[config.mk]
export PLATFORM = sky130hd
export DESIGN_NAME = hilo_muldiv_ctrl_flat
export DESIGN_NICKNAME = d
export VERILOG_FILES = /design/src/rtl/hilo_muldiv_ctrl_pkg.sv /design/src/rtl/hilo_muldiv_ctrl_if.sv /design/src/rtl/hilo_muldiv_ctrl_mult.sv /design/src/rtl/hilo_muldiv_ctrl.sv /design/src/flat_wrapper.sv
export SDC_FILE = /design/constraint.sdc
export NUM_CORES = 2
export LEC_CHECK = 0
export CORE_MARGIN = 2
export CORE_UTILIZATION = 55
export CTS_CLUSTER_DIAMETER = 50
export CTS_CLUSTER_SIZE = 8
export DETAILED_ROUTE_END_ITERATION = 8
export GPL_TIMING_DRIVEN = 0
export PLACE_DENSITY = 0.72
export SLEW_MARGIN = 15
export SYNTH_ARGS = -nofsm -noshare
export SYNTH_HDL_FRONTEND = slang
export SYNTH_SLANG_ARGS = --single-unit
[constraint.sdc]
create_clock -name clk -period 10.8 [get_ports clk]
set_input_delay 1.08 -clock clk [delete_from_list [all_inputs] [get_ports clk]]
set_output_delay 1.08 -clock clk [all_outputs]
set_load 0.02 [all_outputs]
[src/rtl/hilo_muldiv_ctrl_pkg.sv]
// ---------------------------------------------------------------------------
// hilo_muldiv_ctrl_pkg
// Shared CPU-side definitions for the HI/LO multiply/divide controller:
//   muldiv_op_t     - operation code presented by the execute stage
//   muldiv_state_t  - controller FSM state (also exported for debug)
//   DIV_ITERS       - number of restoring-division iterations
//   abs32()         - two's-complement magnitude helper
// ---------------------------------------------------------------------------
package hilo_muldiv_ctrl_pkg;

    localparam int DIV_ITERS = 32;
    localparam int CNT_W     = 6;
    // Counter value of the write-back cycle that follows the last iteration.
    localparam logic [CNT_W-1:0] DIV_LAST = CNT_W'(DIV_ITERS);

    typedef enum logic [2:0] {
        OP_NOP   = 3'd0,
        OP_MULT  = 3'd1,
        OP_MULTU = 3'd2,
        OP_DIV   = 3'd3,
        OP_DIVU  = 3'd4,
        OP_MTHI  = 3'd5,
        OP_MTLO  = 3'd6
    } muldiv_op_t;

    typedef enum logic [1:0] {
        S_IDLE = 2'd0,
        S_MUL  = 2'd1,
        S_DIV  = 2'd2
    } muldiv_state_t;

    // Magnitude of v when treated as signed; raw v otherwise.
    // |0x80000000| stays 0x80000000, which is correct as an unsigned magnitude.
    function automatic logic [31:0] abs32(input logic [31:0] v, input logic is_signed);
        return (is_signed && v[31]) ? (~v + 32'd1) : v;
    endfunction

endpackage

[src/rtl/hilo_muldiv_ctrl_if.sv]
// ---------------------------------------------------------------------------
// hilo_muldiv_ctrl_if
// Execute-stage <-> HI/LO unit bus.
//   req, op, a, b, flush : driven by the execute stage (master)
//   busy, hi, lo         : driven by the HI/LO unit (slave)
// Handshake: a request is taken on a rising clk edge when req=1, flush=0,
// op!=NOP and busy=0 (unit idle). While busy=1 the unit ignores req/op/a/b;
// the pipeline holds the instruction stalled until busy falls.
// ---------------------------------------------------------------------------
interface hilo_muldiv_ctrl_if;

    logic                              req;
    hilo_muldiv_ctrl_pkg::muldiv_op_t  op;
    logic [31:0]                       a;
    logic [31:0]                       b;
    logic                              flush;
    logic                              busy;
    logic [31:0]                       hi;
    logic [31:0]                       lo;

    modport master (output req, op, a, b, flush, input busy, hi, lo);
    modport slave  (input req, op, a, b, flush, output busy, hi, lo);

endinterface

[src/rtl/hilo_muldiv_ctrl_mult.sv]
// ---------------------------------------------------------------------------
// Execute_MULT
// Unsigned 32x32 -> 64 multiplier with a valid/done handshake.
// Two-cycle operation: operands are taken in the cycle i_valid=1, and the
// product is presented with o_done=1 in the following cycle.
//   clk, resetn : clock, synchronous active-low reset
//   i_valid     : start pulse, operands i_a/i_b sampled with it
//   o_done      : one-cycle pulse, o_prod valid while high
//   o_prod      : 64-bit unsigned product
// ---------------------------------------------------------------------------
module Execute_MULT (
    input  logic        clk,
    input  logic        resetn,
    input  logic        i_valid,
    input  logic [31:0] i_a,
    input  logic [31:0] i_b,
    output logic        o_done,
    output logic [63:0] o_prod
);

    logic        r_done;
    logic [63:0] r_prod;

    always_ff @(posedge clk) begin
        if (!resetn) begin
            r_done <= 1'b0;
            r_prod <= '0;
        end else begin
            r_done <= i_valid;
            if (i_valid) begin
                r_prod <= {32'd0, i_a} * {32'd0, i_b};
            end
        end
    end

    assign o_done = r_done;
    assign o_prod = r_prod;

endmodule

[src/rtl/hilo_muldiv_ctrl.sv]
// ---------------------------------------------------------------------------
// hilo_muldiv_ctrl
// HI/LO register unit: MULT/MULTU via Execute_MULT, DIV/DIVU via an internal
// 32-iteration restoring divider, MTHI/MTLO single-cycle writes.
//   clk, resetn  : clock, synchronous active-low reset
//   bus (slave)  : req/op/a/b/flush in, busy/hi/lo out
//   o_dbg_state  : current FSM state, for observation only
// Parameter DIV0_KEEP: 1 = divide by zero leaves HI/LO alone,
//                      0 = divide by zero writes HI=a, LO=all ones.
// ---------------------------------------------------------------------------
module hilo_muldiv_ctrl
    import hilo_muldiv_ctrl_pkg::*;
#(
    parameter int DIV0_KEEP = 1
) (
    input  logic                   clk,
    input  logic                   resetn,
    hilo_muldiv_ctrl_if.slave      bus,
    output muldiv_state_t          o_dbg_state
);

    muldiv_state_t     r_state;
    muldiv_state_t     w_state_nxt;
    logic [CNT_W-1:0]  r_cnt;
    logic [31:0]       r_opa;     // MUL: |a|; DIV: dividend shifting into quotient
    logic [31:0]       r_opb;     // |b| (multiplier operand or divisor)
    logic [31:0]       r_rem;     // partial remainder
    logic              r_sign_q;  // product / quotient negate
    logic              r_sign_r;  // remainder negate (sign of dividend)
    logic [31:0]       r_hi;
    logic [31:0]       r_lo;

    logic              w_accept;
    logic              w_is_mul;
    logic              w_is_div;
    logic              w_signed;
    logic              w_b_zero;
    logic              w_mul_valid;
    logic              w_mul_done;
    logic [63:0]       w_prod;
    logic [63:0]       w_prod_fix;
    logic [32:0]       w_shift;
    logic [32:0]       w_diff;
    logic              w_ge;
    logic [31:0]       w_rem_nxt;
    logic [31:0]       w_quo_nxt;
    logic [31:0]       w_quo_fix;
    logic [31:0]       w_rem_fix;

    assign w_is_mul = (bus.op == OP_MULT) || (bus.op == OP_MULTU);
    assign w_is_div = (bus.op == OP_DIV)  || (bus.op == OP_DIVU);
    assign w_signed = (bus.op == OP_MULT) || (bus.op == OP_DIV);
    assign w_b_zero = (bus.b == 32'd0);
    assign w_accept = bus.req && !bus.flush && (r_state == S_IDLE) && (bus.op != OP_NOP);

    Execute_MULT u_mult (
        .clk     (clk),
        .resetn  (resetn),
        .i_valid (w_mul_valid),
        .i_a     (r_opa),
        .i_b     (r_opb),
        .o_done  (w_mul_done),
        .o_prod  (w_prod)
    );

    // One restoring step: shift next dividend bit into the remainder and
    // subtract the divisor if it fits (33-bit difference, bit 32 = borrow).
    assign w_shift   = {r_rem, r_opa[31]};
    assign w_diff    = w_shift - {1'b0, r_opb};
    assign w_ge      = !w_diff[32];
    assign w_rem_nxt = w_ge ? w_diff[31:0] : w_shift[31:0];
    assign w_quo_nxt = {r_opa[30:0], w_ge};

    assign w_prod_fix = r_sign_q ? (~w_prod + 64'd1) : w_prod;
    assign w_quo_fix  = r_sign_q ? (~r_opa + 32'd1) : r_opa;
    assign w_rem_fix  = r_sign_r ? (~r_rem + 32'd1) : r_rem;

    // FSM state register
    always_ff @(posedge clk) begin
        if (!resetn) begin
            r_state <= S_IDLE;
        end else begin
            r_state <= w_state_nxt;
        end
    end

    // FSM next state and multiplier start
    always_comb begin
        w_state_nxt = r_state;
        w_mul_valid = 1'b0;
        case (r_state)
            S_IDLE: begin
                if (w_accept) begin
                    if (w_is_mul) begin
                        w_state_nxt = S_MUL;
                    end else if (w_is_div && !w_b_zero) begin
                        w_state_nxt = S_DIV;
                    end
                end
            end
            S_MUL: begin
                // Counter is 0 only in the first MUL cycle.
                w_mul_valid = (r_cnt == '0);
                if (w_mul_done) begin
                    w_state_nxt = S_IDLE;
                end
            end
            S_DIV: begin
                if (r_cnt == DIV_LAST) begin
                    w_state_nxt = S_IDLE;
                end
            end
            default: w_state_nxt = S_IDLE;
        endcase
        if (bus.flush) begin
            w_state_nxt = S_IDLE;
        end
    end

    // Datapath: counter, operands, partial remainder, HI/LO
    always_ff @(posedge clk) begin
        if (!resetn) begin
            r_cnt    <= '0;
            r_opa    <= '0;
            r_opb    <= '0;
            r_rem    <= '0;
            r_sign_q <= 1'b0;
            r_sign_r <= 1'b0;
            r_hi     <= '0;
            r_lo     <= '0;
        end else begin
            if ((r_state == S_IDLE) || (w_state_nxt == S_IDLE)) begin
                r_cnt <= '0;
            end else begin
                r_cnt <= r_cnt + 1'b1;
            end

            if (w_accept && (w_is_mul || (w_is_div && !w_b_zero))) begin
                r_opa    <= abs32(bus.a, w_signed);
                r_opb    <= abs32(bus.b, w_signed);
                r_sign_q <= w_signed & (bus.a[31] ^ bus.b[31]);
                r_sign_r <= w_signed & bus.a[31];
                r_rem    <= '0;
            end else if (bus.flush) begin
                r_rem <= '0;
            end else if ((r_state == S_DIV) && (r_cnt != DIV_LAST)) begin
                r_opa <= w_quo_nxt;
                r_rem <= w_rem_nxt;
            end

            // HI/LO writes; flush suppresses every one of them.
            if (!bus.flush) begin
                if (w_accept) begin
                    case (bus.op)
                        OP_MTHI: r_hi <= bus.a;
                        OP_MTLO: r_lo <= bus.a;
                        OP_DIV, OP_DIVU: begin
                            if (w_b_zero && (DIV0_KEEP == 0)) begin
                                r_hi <= bus.a;
                                r_lo <= 32'hFFFF_FFFF;
                            end
                        end
                        default: ;
                    endcase
                end else if ((r_state == S_MUL) && w_mul_done) begin
                    r_hi <= w_prod_fix[63:32];
                    r_lo <= w_prod_fix[31:0];
                end else if ((r_state == S_DIV) && (r_cnt == DIV_LAST)) begin
                    r_hi <= w_rem_fix;
                    r_lo <= w_quo_fix;
                end
            end
        end
    end

    assign bus.busy    = (r_state != S_IDLE);
    assign bus.hi      = r_hi;
    assign bus.lo      = r_lo;
    assign o_dbg_state = r_state;

endmodule

[src/flat_wrapper.sv]
// flat-port wrapper written by rule: the top's interface ports become plain ports
module hilo_muldiv_ctrl_flat import hilo_muldiv_ctrl_pkg::*;
#(
    parameter int DIV0_KEEP = 1
)
  (clk, resetn, o_dbg_state, bus_req, bus_op, bus_a, bus_b, bus_flush, bus_busy, bus_hi, bus_lo);
  hilo_muldiv_ctrl_if bus_i ();
  input  logic clk;
  input  logic resetn;
  output muldiv_state_t o_dbg_state;
  input wire logic [$bits(bus_i.req)-1:0] bus_req;
  input wire logic [$bits(bus_i.op)-1:0] bus_op;
  input wire logic [$bits(bus_i.a)-1:0] bus_a;
  input wire logic [$bits(bus_i.b)-1:0] bus_b;
  input wire logic [$bits(bus_i.flush)-1:0] bus_flush;
  output wire logic [$bits(bus_i.busy)-1:0] bus_busy;
  output wire logic [$bits(bus_i.hi)-1:0] bus_hi;
  output wire logic [$bits(bus_i.lo)-1:0] bus_lo;
  assign bus_i.req = bus_req;
  assign bus_i.op = bus_op;
  assign bus_i.a = bus_a;
  assign bus_i.b = bus_b;
  assign bus_i.flush = bus_flush;
  assign bus_busy = bus_i.busy;
  assign bus_hi = bus_i.hi;
  assign bus_lo = bus_i.lo;
  hilo_muldiv_ctrl #(.DIV0_KEEP(DIV0_KEEP)) u_core (.clk(clk), .resetn(resetn), .bus(bus_i), .o_dbg_state(o_dbg_state));
endmodule
==> qor.csv <==
stage,metric,value,unit
yosys,synthCells,5822,
drt,drtAntennaViolNets,0,
timing,tightestPinTransition,1.485,ns
drt,route.vias.total,45050,
yosys,synth_top_area_cell,fa_1,
placed_design,port_buffers,132,
timing,setup_tns,0,ns
yosys,yosys_warnings,0,
cts,clock_sinks,235,
finish,area_growth,8.093,%
placed_design,gp_congestion,1.107,
global_routing,grt-ovfl-total,0,
status,status,"finished, final reports clean",
pwr,power,3137,uW
yosys,yosysMostFrequentCell,inv_1,
timing,fmax,93.06,MHz
finish,stdcell_count,7187,
finish,regArea,0.004705,mm2
critical_path,crit_path_end,u_core.u_mult.o_prod[59],
critical_path,reg2regPathDepth,26,
critical_path,path_class,register to register,
global_routing,grt_usage,0.4894,
drt,dr.first_iter.drc_count,5787,
placed_design,dpl_worst_slack,0.4024,ns
die,die_w,302.2,um
yosys,yosys_register_bits,235,
timing,finalMaxSlewViolations,0,
die,dieArea,0.09131,mm2
cts,root_buffer,clkbuf_16,
timing,period_minus_slack,10.75,ns
critical_path,rr_startpoint,u_core.r_opa[11],
timing,final.period_utilization,0.9950,
critical_path,end_kind,register,
yosys,syn_nets,7093,
cts,postCtsSetupRepairBufs,0,
drt,drcViolationCount,0,
timing,hold_viol,0,
yosys,ys_seq_area_frac,0.09621,
critical_path,cp.arrival,11.14,ns
cts,cts_buffers,37,
finish,nets,7264,
timing,max_slew_margin,0.009997,
yosys,synth-edff-count,0,
timing,setup_ws,0.05394,ns
cts,clock_latency,0.55,ns
cts,clock_path_buffers,3,
die,die_h,302.2,um
global_routing,grt_pass1_vias,44480,
hold_path,hp-class,register to register,
drt,viasPerCell,6.268,
cts,htree_levels,2,
critical_path,required,11.19,ns
cts,clk_pin_slew,0.05,ns
drt,totalWireLength,221700,um
yosys,synth.avg_cell_area,8.399,um2
timing,fin_skew,0.02401,ns
global_routing,grt_first_pass_wirelength,315200,um
yosys,synth_top_area_share,0.3672,
critical_path,cp_max_fo,10,
pwr,powerDensity,59.35,mW/mm2
critical_path,crit_path_start,u_core.r_opa[11],
pwr,internal-power,1913,uW
pwr,leakagePower,0.02444,uW
yosys,synth_cell_types,85,
global_routing,grt_max_degree,11,
yosys,synth-async-reset-ratio,0,
yosys,syn-cell-area,0.04890,mm2
pwr,p_seq_frac,0.294,
run,cap_violations,0,
yosys,synth_common_cells,"inv_1 (936), fa_1 (897), nand2_1 (709)",
finish,drive_gt1_frac,0.02099,
pwr,p_sw_frac,0.3901,
timing,whs,0.4509,ns
die,initial_core_util,0.5542,
die,core,0.08824,mm2
drt,firstDrtPassIters,8,
critical_path,start_kind,register,
cts,cts-resized-gates,0,
drt,wl_per_cell,30.85,um
yosys,synth_area_leaders,"fa_1 (37%), dfxtp_1 (9.6%), ha_1 (7.8%), inv_1 (7.2%), and2_1 (7.2%)",
timing,setup_viol,0,
pwr,switchingPower,1224,uW
finish,multi_input_area,0.03919,mm2
global_routing,antenna_found_initial,24,
die,rows,109,
timing,rsz0062_at_grt,no,
pwr,clkPwrFrac,0.364,
cts,cts_tree,built,
critical_path,r2r-end,u_core.u_mult.o_prod[59],
placed_design,dpl.hpwl,182600,um
pwr,ir_worst_vdd,0.1115,mV
finish,fillers,8050,
die,num_io_pins,138,
yosys,ys.flop_type,dfxtp_1,
critical_path,r2r_setup_slack,0.05,ns
placed_design,dpl.cell_count,7119,
pwr,power_frac_comb,0.343,
cts,cts.hold.buffers_added,0,
[worst min path at each step]
stage	depth (start not counted)	startpoint	to
finish	1	u_core.r_cnt[0]	u_core.r_cnt[0]
CTS	1	u_core.r_cnt[0]	u_core.r_cnt[0]
detailed placement	1	u_core.r_cnt[0]	u_core.r_cnt[0]
global placement	1	u_core.r_cnt[0]	u_core.r_cnt[0]
floorplan	1	u_core.r_cnt[0]	u_core.r_cnt[0]
global route	1	u_core.r_cnt[0]	u_core.r_cnt[0]
[stage by stage]
stage | cell area (um2) | utilization
6_report | 52860 | 0.5990
5_1_grt | 52810 | 0.5985
4_1_cts | 52800 | 0.5984
3_5_place_dp | 51690 | 0.5858
3_3_place_gp | 51680 | 0.5857
2_1_floorplan | 48900 | -
[flip-flops by register name, summed over array words and instances, names as in the netlist]
register and count:
u_core.bus.hi 32, u_core.bus.lo 32, u_core.o_dbg_state 2, u_core.r_cnt 6, u_core.r_opa 32, u_core.r_opb 32, u_core.r_rem 32, u_core.r_sign_q 1
u_core.r_sign_r 1, u_core.u_mult.o_done 1, u_core.u_mult.o_prod 64
[layer usage]
metal  track usage  vias to the layer above  wire length (um)
li1              -                    18650                 -
met1        0.6088                    22060             79970
met2        0.6873                     3381             88770
met3        0.1764                      939             30230
met4        0.3865                       22             22420
met5             0                        -               340
[worst max-delay path, cell delays in order (launching register included)]
cell and delay (ns):
dfxtp_1 0.58, clkbuf_1 1.05, clkbuf_1 0.85, nand2_1 0.17, fa_1 0.44, inv_1 0.07, fa_1 0.43, fa_1 0.52
inv_1 0.05, fa_1 0.49, inv_1 0.06, fa_1 0.49, fa_1 0.59, fa_1 0.49, fa_1 0.45, ha_1 0.35
clkbuf_1 0.22, a21oi_1 0.26, o21ai_0 0.18, a221o_1 0.39, a41o_1 0.25, o21ai_0 0.53, o211ai_1 0.60, a31oi_1 0.56
o21ai_0 0.19, xnor2_1 0.21, o21ai_0 0.09
[layout by cell type, fill, tap and decap left out, drive strengths merged, types with 11 or more instances in the layout]
cell type / instances
nor3: 43
a31oi: 49
o211ai: 52
o22ai: 11
nand2b: 19
xnor2: 150
a21o: 45
and2: 561
nand2: 709
nor2: 315
nor2b: 14
o21a: 14
buf: 46
clkdlybuf4s50: 132
o21bai: 18
mux2i: 26
dfxtp: 235
nor4: 27
or3: 31
inv: 937
clkbuf: 388
and3: 21
or4: 24
xor2: 92
o21ai: 219
ha: 303
diode: 19
nand4: 28
a221oi: 35
a21oi: 263
or2: 18
a211oi: 67
o31ai: 38
fa: 897
o41ai: 23
nand3: 53
[area by class of cell]
class | count | share of cell area
clock inverter | 4 | 0.001397
tap | 1165 | 0.02758
inverter | 937 | 0.06654
multi-input combinational | 4261 | 0.7414
clock buffer | 45 | 0.01965
antenna | 19 | 0.0008995
timing repair buffer | 132 | 0.02500
buffer | 389 | 0.02857
sequential | 235 | 0.08900
[logic make-up (layout without fill, tap and decap cells)]
group,after synthesis,in the layout,share of synthesized area
AND/OR/NAND/NOR,1889,1889,0.1906
buffers and inverters,1326,1507,0.1025
adder cells (fa/ha/maj),1200,1200,0.4448
AO/OA/AOI/OAI,903,903,0.1168
XOR/XNOR,242,242,0.04334
flip-flops,235,235,0.09621
multiplexers,27,27,0.005783
other,0,19,0
[power by group through the flow]
| stage | Sequential, uW | Combinational [uW] | Clock, uW |
|---|---|---|---|
| after floorplan | 935 | 544 | 0 |
| after global placement | 935 | 1010 | 0 |
| after detailed placement | 935 | 1010 | 0 |
| after CTS | 918 | 1020 | 1130 |
| after global routing | 921 | 1110 | 1160 |
| final | 921 | 1070 | 1140 |
(Power assumes the default switching activity.)
